$ cat src/rtl/id_hazard_pkg.sv
// Shared types, producer latencies and tag-mapping helpers for the ID-stage hazard scoreboard.
package id_hazard_pkg;

  localparam int unsigned TAG_W    = 6;
  localparam int unsigned NUM_TAGS = 64;
  localparam int unsigned FP_BASE  = 32;

  typedef logic [TAG_W-1:0] reg_tag_t;

  localparam reg_tag_t TAG_R0 = '0;

  localparam int unsigned LAT_ALU     = 1;
  localparam int unsigned LAT_LOAD    = 2;
  localparam int unsigned LAT_FPU_ADD = 3;
  localparam int unsigned LAT_FPU_MUL = 5;
  localparam int unsigned LAT_FPU_DIV = 7;

  // Counter index -> tag: integer r1..rN-1 first, then the FP file at FP_BASE.
  function automatic reg_tag_t tracked_tag(int unsigned idx, int unsigned num_int);
    if (idx < num_int - 1) return reg_tag_t'(idx + 1);
    return reg_tag_t'(FP_BASE + idx - (num_int - 1));
  endfunction

  function automatic logic tag_tracked(int unsigned t, int unsigned num_int,
                                       int unsigned num_fp);
    if (t < FP_BASE) return (t != 0) && (t < num_int);
    return (t - FP_BASE) < num_fp;
  endfunction

endpackage

$ cat src/rtl/id_hazard_scoreboard_if.sv
// ID-stage issue request and hazard response bundle.
interface id_hazard_scoreboard_if
  import id_hazard_pkg::*;
#(
  parameter int unsigned LAT_W = 3
);
  logic             issue_valid;
  logic             issue_flush;
  logic             rd_en;
  reg_tag_t         rd_tag;
  logic [LAT_W-1:0] rd_lat;
  logic             rs_a_en;
  reg_tag_t         rs_a_tag;
  logic             rs_b_en;
  reg_tag_t         rs_b_tag;
  logic             Stall_ID;
  logic             FWD_A;
  logic             FWD_B;

  modport master (
    output issue_valid, issue_flush, rd_en, rd_tag, rd_lat,
           rs_a_en, rs_a_tag, rs_b_en, rs_b_tag,
    input  Stall_ID, FWD_A, FWD_B
  );

  modport slave (
    input  issue_valid, issue_flush, rd_en, rd_tag, rd_lat,
           rs_a_en, rs_a_tag, rs_b_en, rs_b_tag,
    output Stall_ID, FWD_A, FWD_B
  );
endinterface

$ cat src/rtl/hazard_reg_counter.sv
// Per-register countdown of cycles until its pending result is produced.
module hazard_reg_counter #(
  parameter int unsigned LAT_W = 3
) (
  input  logic             clk,
  input  logic             reset,
  input  logic             load,
  input  logic [LAT_W-1:0] value,
  output logic             busy,
  output logic             ready_next,
  output logic [LAT_W-1:0] cnt
);

  // A new issue overrides the decrement of an older producer.
  always_ff @(posedge clk) begin
    if (reset)               cnt <= '0;
    else if (load)           cnt <= value;
    else if (cnt != '0)      cnt <= cnt - LAT_W'(1);
  end

  assign busy       = (cnt != '0);
  assign ready_next = (cnt == LAT_W'(1));

endmodule

$ cat src/rtl/id_hazard_scoreboard.sv
// RAW/WAW hazard scoreboard for the ID stage: per-register countdowns drive Stall_ID,
// forward selects and a saturating stall counter. Forwarding enabled by ID_HAZARD_FWD_EN.
module id_hazard_scoreboard
  import id_hazard_pkg::*;
#(
  parameter int unsigned NUM_INT_REGS = 32,
  parameter int unsigned NUM_FP_REGS  = 32,
  parameter int unsigned LAT_W        = 3,
  parameter int unsigned STALL_CNT_W  = 16
) (
  input  logic                   clk,
  input  logic                   reset,
  id_hazard_scoreboard_if.slave  bus,
  output logic [STALL_CNT_W-1:0] STALL_CNT
);

`ifdef ID_HAZARD_FWD_EN
  localparam logic FWD_EN = 1'b1;
`else
  localparam logic FWD_EN = 1'b0;
`endif

  localparam int unsigned NUM_TRACKED = NUM_INT_REGS - 1 + NUM_FP_REGS;

  logic             busy_v  [NUM_TAGS];
  logic             ready_v [NUM_TAGS];
  logic [LAT_W-1:0] cnt_v   [NUM_TAGS];

  logic             accept_c;
  logic             load_en_c;
  logic             haz_a_c;
  logic             haz_b_c;
  logic             waw_c;
  logic             stall_c;

  assign accept_c  = bus.issue_valid & ~stall_c & ~bus.issue_flush;
  assign load_en_c = accept_c & bus.rd_en & (bus.rd_lat != '0) & (bus.rd_tag != TAG_R0);

  for (genvar i = 0; i < NUM_TRACKED; i++) begin : g_cnt
    localparam reg_tag_t TAG = tracked_tag(i, NUM_INT_REGS);
    hazard_reg_counter #(.LAT_W(LAT_W)) u_cnt (
      .clk        (clk),
      .reset      (reset),
      .load       (load_en_c && (bus.rd_tag == TAG)),
      .value      (bus.rd_lat),
      .busy       (busy_v[TAG]),
      .ready_next (ready_v[TAG]),
      .cnt        (cnt_v[TAG])
    );
  end

  // r0 and any tag beyond the configured register files read as permanently idle.
  for (genvar t = 0; t < NUM_TAGS; t++) begin : g_idle
    if (!tag_tracked(t, NUM_INT_REGS, NUM_FP_REGS)) begin : g_tie
      assign busy_v[t]  = 1'b0;
      assign ready_v[t] = 1'b0;
      assign cnt_v[t]   = '0;
    end
  end

  // With forwarding, a producer one cycle from completion is consumed off the bypass.
  assign haz_a_c = bus.rs_a_en & busy_v[bus.rs_a_tag] & ~(FWD_EN & ready_v[bus.rs_a_tag]);
  assign haz_b_c = bus.rs_b_en & busy_v[bus.rs_b_tag] & ~(FWD_EN & ready_v[bus.rs_b_tag]);
  assign waw_c   = bus.rd_en & (bus.rd_lat != '0) & (bus.rd_lat <= cnt_v[bus.rd_tag]);
  assign stall_c = bus.issue_valid & ~bus.issue_flush & (haz_a_c | haz_b_c | waw_c);

  assign bus.Stall_ID = stall_c;
  assign bus.FWD_A    = FWD_EN & ~stall_c & bus.rs_a_en & ready_v[bus.rs_a_tag];
  assign bus.FWD_B    = FWD_EN & ~stall_c & bus.rs_b_en & ready_v[bus.rs_b_tag];

  always_ff @(posedge clk) begin
    if (reset)                               STALL_CNT <= '0;
    else if (stall_c && (STALL_CNT != '1))   STALL_CNT <= STALL_CNT + STALL_CNT_W'(1);
  end

endmodule

$ cat src/flat_wrapper.sv
// flat-port wrapper written by rule: the top's interface ports become plain ports
module id_hazard_scoreboard_flat import id_hazard_pkg::*;
#(
  parameter int unsigned NUM_INT_REGS = 32,
  parameter int unsigned NUM_FP_REGS  = 32,
  parameter int unsigned LAT_W        = 3,
  parameter int unsigned STALL_CNT_W  = 16
)
  (clk, reset, STALL_CNT, bus_issue_valid, bus_issue_flush, bus_rd_en, bus_rd_tag, bus_rd_lat, bus_rs_a_en, bus_rs_a_tag, bus_rs_b_en, bus_rs_b_tag, bus_Stall_ID, bus_FWD_A, bus_FWD_B);
  id_hazard_scoreboard_if #(.LAT_W(LAT_W)) bus_i ();
  input  logic clk;
  input  logic reset;
  output logic [STALL_CNT_W-1:0] STALL_CNT;
  input wire logic [$bits(bus_i.issue_valid)-1:0] bus_issue_valid;
  input wire logic [$bits(bus_i.issue_flush)-1:0] bus_issue_flush;
  input wire logic [$bits(bus_i.rd_en)-1:0] bus_rd_en;
  input wire logic [$bits(bus_i.rd_tag)-1:0] bus_rd_tag;
  input wire logic [$bits(bus_i.rd_lat)-1:0] bus_rd_lat;
  input wire logic [$bits(bus_i.rs_a_en)-1:0] bus_rs_a_en;
  input wire logic [$bits(bus_i.rs_a_tag)-1:0] bus_rs_a_tag;
  input wire logic [$bits(bus_i.rs_b_en)-1:0] bus_rs_b_en;
  input wire logic [$bits(bus_i.rs_b_tag)-1:0] bus_rs_b_tag;
  output wire logic [$bits(bus_i.Stall_ID)-1:0] bus_Stall_ID;
  output wire logic [$bits(bus_i.FWD_A)-1:0] bus_FWD_A;
  output wire logic [$bits(bus_i.FWD_B)-1:0] bus_FWD_B;
  assign bus_i.issue_valid = bus_issue_valid;
  assign bus_i.issue_flush = bus_issue_flush;
  assign bus_i.rd_en = bus_rd_en;
  assign bus_i.rd_tag = bus_rd_tag;
  assign bus_i.rd_lat = bus_rd_lat;
  assign bus_i.rs_a_en = bus_rs_a_en;
  assign bus_i.rs_a_tag = bus_rs_a_tag;
  assign bus_i.rs_b_en = bus_rs_b_en;
  assign bus_i.rs_b_tag = bus_rs_b_tag;
  assign bus_Stall_ID = bus_i.Stall_ID;
  assign bus_FWD_A = bus_i.FWD_A;
  assign bus_FWD_B = bus_i.FWD_B;
  id_hazard_scoreboard #(.NUM_INT_REGS(NUM_INT_REGS), .NUM_FP_REGS(NUM_FP_REGS), .LAT_W(LAT_W), .STALL_CNT_W(STALL_CNT_W)) u_core (.clk(clk), .reset(reset), .bus(bus_i), .STALL_CNT(STALL_CNT));
endmodule
$ cat config.mk
export PLATFORM = sky130hd
export DESIGN_NAME = id_hazard_scoreboard_flat
export DESIGN_NICKNAME = d
export VERILOG_FILES = /design/src/rtl/id_hazard_pkg.sv /design/src/rtl/id_hazard_scoreboard_if.sv /design/src/rtl/hazard_reg_counter.sv /design/src/rtl/id_hazard_scoreboard.sv /design/src/flat_wrapper.sv
export SDC_FILE = /design/constraint.sdc
export NUM_CORES = 1
export LEC_CHECK = 0
export ABC_CLOCK_PERIOD_IN_PS = 7300
export CAP_MARGIN = 20
export CORE_UTILIZATION = 45
export CTS_CLUSTER_DIAMETER = 150
export DETAILED_ROUTE_END_ITERATION = 8
export GPL_TIMING_DRIVEN = 0
export PLACE_DENSITY_LB_ADDON = 0.15
export REMOVE_ABC_BUFFERS = 1
export SLEW_MARGIN = 15
export SYNTH_ARGS = -nofsm -noshare
export SYNTH_HDL_FRONTEND = slang
export SYNTH_SLANG_ARGS = --single-unit
$ cat constraint.sdc
create_clock -name clk -period 7.3 [get_ports clk]
set_input_delay 1.46 -clock clk [delete_from_list [all_inputs] [get_ports clk]]
set_output_delay 1.46 -clock clk [all_outputs]
set_load 0.01 [all_outputs]
==> run metrics, run 1 <==
via count=13,000; CP startpoint kind=primary input; RSZ-0062 raised after global routing=false; flop and latch count out of synthesis=205; fin crit share=0.9726; drt drc=0; total global routing overflow=0; busiest grt layer=met2; TritonCTS clock tree=yes; fill count=3,134; most frequent cells in the layout=205 x dfxtp_1, 183 x inv_1, 174 x nor2_1; DIE AREA=35,270 um^2; IO Count=47; CTS clk-pin slew, worst paths=0.06 ns; Final Power=6838 uW; Hold Vio Cnt, Final=0; Worst Reg-to-Reg Cells=16; slew margin rel.=0.2211; area occupied by multi-input gates=10,230 um^2; WL final=45,240 um; met2 Track Usage GR=0.4221; Hold/Removal Path Class=reg -> reg; Netlist cell types=59; CP top delay family=buffers and inverters; Req. time, crit path=5.84 ns; register area=4104 um^2; outcome=complete, no violations; Port Buf Inserts=44; Placer Congestion=0.8702; crit-path cells=buf_4 -> buf_16 -> nand2b_2 -> nor3_2 -> buf_6 -> a222oi_1 -> nand2_1 -> mux4_2 -> inv_1 -> ha_1 -> nor2b_1 -> o21a_1 -> o21ai_1 -> nand2b_1 -> a31oi_1 -> clkdlybuf4s50_1; DR iter-0 viols=1,017; sequential fraction of the synthesis area=0.2642; final setup margin=0.1998 ns; CTS Buf Count=25; Post-CTS Setup Bufs=0; CP Data Arrival Time=5.64 ns; root buffer cell=clkbuf_16; Final nets=1,937; f_max=140.8 MHz; CP peak stage delay=0.57 ns; clk_lat worst skew=0.54 ns; drt pass-1 iters=6; CTS sink cnt=205; Area Growth Syn to Fin=11.37%; largest net degree at the start of global routing=115; vias in the first global route=12,110; sink of the worst hold path=u_core.STALL_CNT[5]; wire per inst=20.15 um; ys async rst share=0; DIE HEIGHT=187.8 um; chip width=187.8 um; Worst R2R End=u_core.g_cnt[35].u_cnt.cnt[2]; Post-Syn Area=15,530 um^2; skew final=0.01473 ns; HP Start=u_core.STALL_CNT[5]; Mapped Avg Cell Area=8.587 um^2; ranking of synthesized cells by area=dfxtp_1 26%, mux4_2 12%, ha_1 10%; CTS max path bufs=3; Ys Warns=0; slowest library cell on the worst path=clkdlybuf4s50_1; Ant. Diodes=0; setup slack, reg-to-reg=2.39 ns; Hold Crit Depth=2; Post-synth EDFFs=0; DP Worst Slack=-0.1473 ns; met1 usage=0.3512; Critical Path Sink Type=output pin; CP Class=in -> out; Detail Route Antenna Nets=0; IR drop worst, VDD=0.1689 mV; DP Wirelength=30,910 um; # rows=67; CTS Hold Bufs=0; Avg Vias per Cell=5.789; Slew Limit Fails=0; Setup-failing EPs final=0; share of layout cells above drive strength 1=0.1297; WP buf/inv=5; Worst Tran Pin Value=1.164 ns; reg2reg start=u_core.g_cnt[13].u_cnt.cnt[2]; Crit Path Max Fanout=20; commonest non-fill, non-tap cell in the layout=dfxtp_1; max cap viols=0; Core Footprint=33,780 um^2; ys flop type=dfxtp_1; fin crit period=7.100 ns; initial antenna violation count=0; first-pass GRT wire length=70,670 um; Leak=0.007695 uW; Syn Inst Count=1,809; Yosys top cell area share=0.2642; pwr dens=395.3 nW/um^2; CTS H-tree depth=1; met3 track demand over resource=0.02957; cell type with the highest aggregate area in the netlist=dfxtp_1; Tot GR Track Use=0.2548; Starting Density=0.4598
[synthesized netlist by cell type (all sizes together) (3+ instances only)]
library cell / instances
a21o: 13
a21oi: 143
a221oi: 4
a311oi: 18
a31oi: 4
and3: 86
and4: 4
buf: 47
clkbuf: 87
dfxtp: 205
ha: 130
inv: 184
mux2: 21
mux2i: 120
mux4: 81
nand2: 87
nand2b: 9
nand3: 69
nand3b: 5
nand4: 6
nor2: 175
nor2b: 36
nor3: 15
nor3b: 5
o211ai: 3
o21ai: 91
o21ba: 44
o31ai: 4
or3: 12
or3b: 3
or4: 4
xnor2: 61
xor2: 5
[report_power, final]
group | switching (uW) | internal (uW) | total [uW] | leakage (uW)
combinational | 1870 | 1830 | 3700 | 0.00559
sequential | 329 | 1530 | 1860 | 0.00170
clock | 515 | 764 | 1280 | 0.000410
total | 2710 | 4130 | 6840 | 0.00769
[worst max-delay path by stage]
stage             startpoint                            end  slack [ns]  cells after the start
2_1_floorplan  bus_rd_tag[0]  u_core.g_cnt[31].u_cnt.cnt[0]       -0.62                     14
3_3_place_gp   bus_rd_tag[0]  u_core.g_cnt[39].u_cnt.cnt[0]       -9.50                     15
3_5_place_dp   bus_rd_tag[0]                   bus_Stall_ID       -0.15                     16
4_1_cts        bus_rd_tag[0]                   bus_Stall_ID        0.05                     16
5_1_grt        bus_rd_tag[0]                   bus_Stall_ID        0.03                     16
6_report       bus_rd_tag[0]                   bus_Stall_ID        0.20                     16
[worst reg2reg max path, stage by stage, from the launching register on]
cell	delay, ns
dfxtp_1	0.34
mux4_2	0.51
mux2_2	0.28
a22oi_1	0.26
nand2_1	0.10
mux4_2	0.46
inv_1	0.07
ha_1	0.24
nand3_1	0.07
o21ai_1	0.15
a2111oi_2	0.42
buf_2	0.29
buf_2	0.23
and4_2	0.79
buf_16	0.25
a21oi_1	0.10
a311oi_1	0.26
[area by class of cell]
class	instances	area share
multi-input combinational	1286	0.5913
sequential	205	0.2372
timing repair buffer	76	0.05092
clock buffer	42	0.04564
inverter	185	0.04014
tap	448	0.03240
clock inverter	3	0.002314
[stage by stage]
| stage | hold WS, ns | utilization | cells | instance area, um^2 | setup TNS, ns |
|---|---|---|---|---|---|
| after CTS | 0.5178 | 0.5096 | 2239 | 17220 | 0 |
| after detailed placement | 0.5099 | 0.4851 | 2194 | 16390 | -0.1473 |
| final | 0.5142 | 0.5121 | 2245 | 17300 | 0 |
| after global placement | 0.4769 | 0.4730 | 2168 | 15980 | -1664.69 |
| after global routing | 0.5267 | 0.5121 | 2245 | 17300 | 0 |
| after floorplan | 0.5041 | - | 1676 | 14980 | -40.40 |
[flip-flops by register name, indices dropped and copies added (netlist names)]
register and flops:
u_core.g_cnt.u_cnt.cnt 189, u_core.STALL_CNT 16
[kinds of logic after synthesis]
family / share of synthesized area
DFF: 0.2642
muxes: 0.2100
other: 0.0002414
xor gates and xnor gates: 0.03721
AOI/OAI and AO/OA: 0.1398
adders and majority gates: 0.1047
and+or+nand+nor: 0.1631
buffers and inverters: 0.08071
[repair_timing]
action                     CTS  global route
gates cloned                 0             1
resized for setup            1             2
setup endpoints to repair    1             1
[routing by layer]
metal	vias to the layer above	part of all wire
li1	6277	-
met1	6306	0.45
met2	347	0.47
met3	66	0.055
met4	0	0.022
met5	-	0
Note: power is estimated with default switching activity, not from simulation.
==> run 2: changes to the inputs <==
Settings changed: CAP_MARGIN 20 to not set, CTS_BUF_LIST set to sky130_fd_sc_hd__clkbuf_4.
==> run metrics, run 2 (same netlist as run 1, synthesis figures left out) <==
share of layout cells above drive strength 1=0.1508 (+0.02110); Final nets=1,965 (+1.4%); Req. time, crit path=5.84 ns (about the same); Hold Vio Cnt, Final=0 (unchanged); HP Start=u_core.STALL_CNT[9]; chip width=187.8 um (unchanged); skew final=0.05379 ns (+0.03906 ns); largest net degree at the start of global routing=115 (unchanged); Critical Path Sink Type=output pin; CTS Hold Bufs=0 (unchanged); Worst Tran Pin Value=1.267 ns (+0.1029 ns); drt drc=0 (unchanged); clk_lat worst skew=0.80 ns (+0.26 ns); CTS max path bufs=3 (unchanged); pwr dens=388.5 nW/um^2 (-1.7%); Avg Vias per Cell=5.725 (-1.1%); DIE HEIGHT=187.8 um (unchanged); WP buf/inv=3 (-2); reg2reg start=u_core.g_cnt[46].u_cnt.cnt[1]; fin crit share=0.9645 (-0.008119); outcome=complete, no violations; max cap viols=0 (unchanged); Placer Congestion=0.8702 (unchanged); CP startpoint kind=primary input; commonest non-fill, non-tap cell in the layout=dfxtp_1; Slew Limit Fails=0 (unchanged); drt pass-1 iters=5 (-1); CP Launch Point=bus_rs_b_tag[1]; CTS sink cnt=205 (unchanged); Hold/Removal Path Class=reg -> reg; # rows=67 (unchanged); fin crit period=7.041 ns (-0.05927 ns); crit-path cells=clkdlybuf4s50_1 -> or3b_1 -> a221oi_1 -> a2111oi_1 -> a311oi_1 -> a221o_2 -> buf_12 -> a31oi_1 -> clkdlybuf4s50_1; TritonCTS clock tree=yes; RSZ-0062 raised after global routing=false; Largest regs=u_core.g_cnt.u_cnt.cnt x189, u_core.STALL_CNT x16; DR iter-0 viols=981 (-3.5%); initial antenna violation count=1 (+1); Placed Area=16,340 um^2 (-0.31%); Starting Density=0.4598 (unchanged); Leak=0.007650 uW (-0.58%); Crit Path Max Fanout=28 (+40%); via count=13,130 (+1.0%); total global routing overflow=0 (unchanged); slew margin rel.=0.1522 (-0.06885); CTS clk-pin slew, worst paths=0.05 ns (about the same); DP Wirelength=30,800 um (-0.37%); Setup-failing EPs final=0 (unchanged); Post-CTS Setup Bufs=0 (unchanged); CP Class=in -> out; Tot GR Track Use=0.2589 (+0.004044); Top reg by flops=u_core.g_cnt.u_cnt.cnt; WL final=45,630 um (+0.88%); design area=17,080 um^2 (-1.3%); CTS Buf Count=61 (+140%); vias in the first global route=12,610 (+4.1%); f_max=142.0 MHz (+0.84%); Post-Route Utilization=0.5055 (-0.006555); root buffer cell=clkbuf_4; CP peak stage delay=1.08 ns (+0.51 ns); Area Growth Syn to Fin=9.939%; DIE AREA=35,270 um^2 (unchanged); wire per inst=19.90 um (-1.2%); most frequent cells in the layout=205 x dfxtp_1, 183 x inv_1, 174 x nor2_1; Top cell by count, worst path=clkdlybuf4s50_1; Detail Route Antenna Nets=0 (unchanged); max FFs per register=189 (unchanged); IR drop worst, VDD=0.1585 mV (-6.2%); Core Footprint=33,780 um^2 (unchanged); first-pass GRT wire length=71,220 um (+0.78%); CTS H-tree depth=2 (+1); slowest library cell on the worst path=clkdlybuf4s50_1; IO Count=47 (unchanged); Port Buf Inserts=44 (unchanged); CP Data Arrival Time=5.58 ns (-0.06 ns); CP top delay family=buffers and inverters
run 2: cell count changes in the layout (fill, tap and decap cells not counted), moves of 2 or more:
| cell | before | now |
|---|---|---|
| buf_4 | 11 | 7 |
| buf_8 | 4 | 1 |
| clkbuf_1 | 7 | 0 |
| clkbuf_16 | 26 | 1 |
| clkbuf_4 | 0 | 89 |
| clkbuf_8 | 10 | 0 |
| clkinv_1 | 1 | 11 |
| clkinv_2 | 2 | 0 |
run 2: area by class of cell:
| cell class | instances | area (um^2) |
|---|---|---|
| inverters | 185 | 694.4 |
| diodes | 1 | 2.502 |
| clock inverters | 11 | 41.29 |
| well taps | 448 | 560.5 |
| repair buffers | 68 | 777.0 |
| flip-flops and latches | 205 | 4104 |
| multi-input cells | 1286 | 10230 |
| fillers | 3169 | 16710 |
| clock buffers | 89 | 668.1 |
run 2: routing by layer:
metal  track usage  up-vias  wire [um]
met5             0        -          0
met1        0.3433     6276      20540
met2        0.4235      402      21040
met3       0.03799       81       2672
li1              -     6369          -
met4        0.1010        0       1386
run 2: path summary, 6_finish.rpt:
| check | endpoint | slack (ns) | depth (start not counted) |
|---|---|---|---|
| worst max-delay path | bus_Stall_ID | 0.26 | 9 |
| worst min-delay path | u_core.STALL_CNT[9] | 0.52 | 2 |
| worst max register to register | u_core.g_cnt[31].u_cnt.cnt[2] | 2.36 | 15 |
| worst min register to register | u_core.STALL_CNT[9] | 0.52 | 2 |
run 2: timing repair:
| item | in CTS | in global routing |
|---|---|---|
| setup endpoints to repair | 1 | 1 |
| gates resized for setup | 4 | 2 |
| cloned | 0 | 1 |
| pin swaps | 0 | 0 |
run 2: power by group:
group / switching, uW / internal [uW]
combinational: 1870 / 1830
sequential: 328 / 1530
clock: 536 / 546
run 2: worst register-to-register path: cells and delay by family, from the launching register on:
kind / cells / cell delay [ns]
mux: 3 / 1.54
compound gates: 5 / 1.04
simple gates: 2 / 0.93
buf+inv: 4 / 0.86
flops: 1 / 0.32
fa+ha+maj: 1 / 0.13
run 2: per-stage QoR:
step	total power, uW	worst slack [ns]	TNS (ns)	hold slack, ns	instances
finish	6634	0.2590	0	0.5153	2293
global route	7297	0.1148	0	0.5236	2293
CTS	6674	0.02729	0	0.5194	2291
floorplan	4674	-0.6191	-40.40	0.5041	1676
detailed placement	5550	-0.6205	-3.568	0.5104	2191
global placement	5417	-9.502	-1664.69	0.4769	2168
==> run 3: changes to the inputs <==
Settings changed: PLACE_DENSITY_LB_ADDON 0.15 to 0.2.
==> run metrics, run 3 (same netlist as run 1, synthesis figures left out) <==
Top reg by flops=u_core.g_cnt.u_cnt.cnt; first-pass GRT wire length=71,050 um (-0.24%); switch share=0.4111 (-0.0004982); TNS Setup=0 ns (unchanged); CP Data Arrival Time=5.63 ns (+0.05 ns); part of the power in registers=0.279 (about the same); max cap viols=0 (unchanged); slew margin rel.=0.1737 (+0.02147); Hold/Removal Path Class=reg -> reg; Port Buf Inserts=44 (unchanged); design area=17,100 um^2 (+0.12%); DR iter-0 viols=1,147 (+17%); Placer Congestion=0.8656 (-0.53%); DP Wirelength=30,650 um (-0.47%); CTS clk-pin slew, worst paths=0.06 ns (about the same); Detail Route Antenna Nets=0 (unchanged); initial antenna violation count=1 (unchanged); IR drop worst, VDD=0.1334 mV (-16%); f_max=141.0 MHz (-0.75%); DIE HEIGHT=187.8 um (unchanged); # rows=67 (unchanged); most frequent cells in the layout=205 x dfxtp_1, 183 x inv_1, 173 x nor2_1; fin crit share=0.9718 (+0.007265); Tot GR Track Use=0.2558 (-0.003064); vias in the first global route=12,630 (+0.21%); wire per inst=19.40 um (-2.5%); Setup-failing EPs final=0 (unchanged); CTS max path bufs=3 (unchanged); pwr dens=389.6 nW/um^2 (+0.30%); Core Footprint=33,780 um^2 (unchanged); drt drc=0 (unchanged); max FFs per register=189 (unchanged); Internal=3923 uW (+0.51%); drt pass-1 iters=5 (unchanged); CTS H-tree depth=2 (unchanged); RSZ-0062 raised after global routing=false; fin crit period=7.094 ns (+0.05304 ns); CTS sink cnt=205 (unchanged); share of layout cells above drive strength 1=0.1511 (+0.0003471); outcome=complete, no violations; TritonCTS clock tree=yes; Req. time, crit path=5.84 ns (about the same); Slew Limit Fails=0 (unchanged); Final nets=1,963 (-0.10%); via count=13,180 (+0.38%); DP Cell Count=2,191 (unchanged); Hold Vio Cnt, Final=0 (unchanged); Final Non-Filler Cells=2,302 (+0.39%); commonest non-fill, non-tap cell in the layout=dfxtp_1; chip width=187.8 um (unchanged); Avg Vias per Cell=5.725 (about the same); Psw=2739 uW (+0.30%); Placed Area=16,330 um^2 (about the same); total global routing overflow=0 (unchanged); Largest regs=u_core.g_cnt.u_cnt.cnt x189, u_core.STALL_CNT x16; CP startpoint kind=primary input; root buffer cell=clkbuf_4; Leak=0.007660 uW (+0.13%); largest net degree at the start of global routing=128 (+11%); Critical Path Sink Type=output pin; Crit Path Max Fanout=28 (unchanged); clock power share=0.165 (+0.002); CTS Buf Count=60 (-1.6%); Worst Tran Pin Value=1.236 ns (-0.03139 ns); clk_lat worst skew=0.75 ns (-0.05 ns); Logic pwr share=0.555 (-0.002); CP Class=in -> out; Starting Density=0.4598 (unchanged); DP Worst Slack=-0.5828 ns (+0.03767 ns); skew final=0.04243 ns (-0.01136 ns); final setup margin=0.2060 ns (-0.05304 ns); DIE AREA=35,270 um^2 (unchanged); IO Count=47 (unchanged); Area Growth Syn to Fin=10.08%; WL final=44,670 um (-2.1%)
==> run 3: power by group through the flow <==
stage          logic, uW  registers [uW]  clock network (uW)
6_report            3700            1860                1100
5_1_grt             4210            1910                1190
4_1_cts             3700            1850                1130
3_5_place_dp        3680            1870                   0
3_3_place_gp        3530            1870                   0
2_1_floorplan       2910            1770                   0
==> run 3: area by class of cell <==
cell class	count	area, um^2
inverter	185	695.7
tap	448	560.5
multi-input combinational	1286	10230
clock buffer	91	683.2
fill	3202	16680
sequential	205	4104
timing repair buffer	67	749.5
clock inverter	19	73.82
antenna	1	2.502
==> run 3: per-layer routing <==
layer,track usage,part of all wire,vias up
li1,-,-,6360
met1,0.3354,0.44,6325
met2,0.4252,0.47,405
met3,0.03163,0.059,88
met4,0.1054,0.032,0
met5,0,0,-
==> run 3: final timing paths <==
| path | depth (start not counted) | to | slack, ns | startpoint |
|---|---|---|---|---|
| min | 2 | u_core.STALL_CNT[9] | 0.50 | u_core.STALL_CNT[9] |
| max | 16 | bus_Stall_ID | 0.21 | bus_rd_tag[1] |
| max reg2reg | 14 | u_core.g_cnt[36].u_cnt.cnt[0] | 2.57 | u_core.g_cnt[46].u_cnt.cnt[1] |
| min reg2reg | 2 | u_core.STALL_CNT[9] | 0.50 | u_core.STALL_CNT[9] |
==> run 3: metrics by stage <==
stage / hold WS (ns) / utilization / power [uW]
after floorplan: 0.5041 / - / 4674
after global placement: 0.4787 / 0.4730 / 5400
after detailed placement: 0.4964 / 0.4834 / 5550
after CTS: 0.5076 / 0.5058 / 6679
after global routing: 0.5483 / 0.5061 / 7307
final: 0.5044 / 0.5061 / 6662
==> run 3: critical path: stages <==
cell and delay (ns):
buf_4 0.25, buf_12 0.24, nand2b_1 0.29, nor3_2 0.18, buf_6 0.21, a222oi_1 0.48
nand2_1 0.11, mux4_2 0.47, inv_1 0.07, ha_1 0.22, nor2b_1 0.14, o21a_1 0.17
o21ai_1 0.33, nand2b_1 0.19, a31oi_1 0.21, clkdlybuf4s50_1 0.57
==> run 3: repair_timing <==
item | CTS | global route
setup endpoints to repair | 1 | 1
pin swaps | 0 | 0
hold buffers | 0 | 0
setup buffers | 0 | 0
resized for setup | 4 | 1
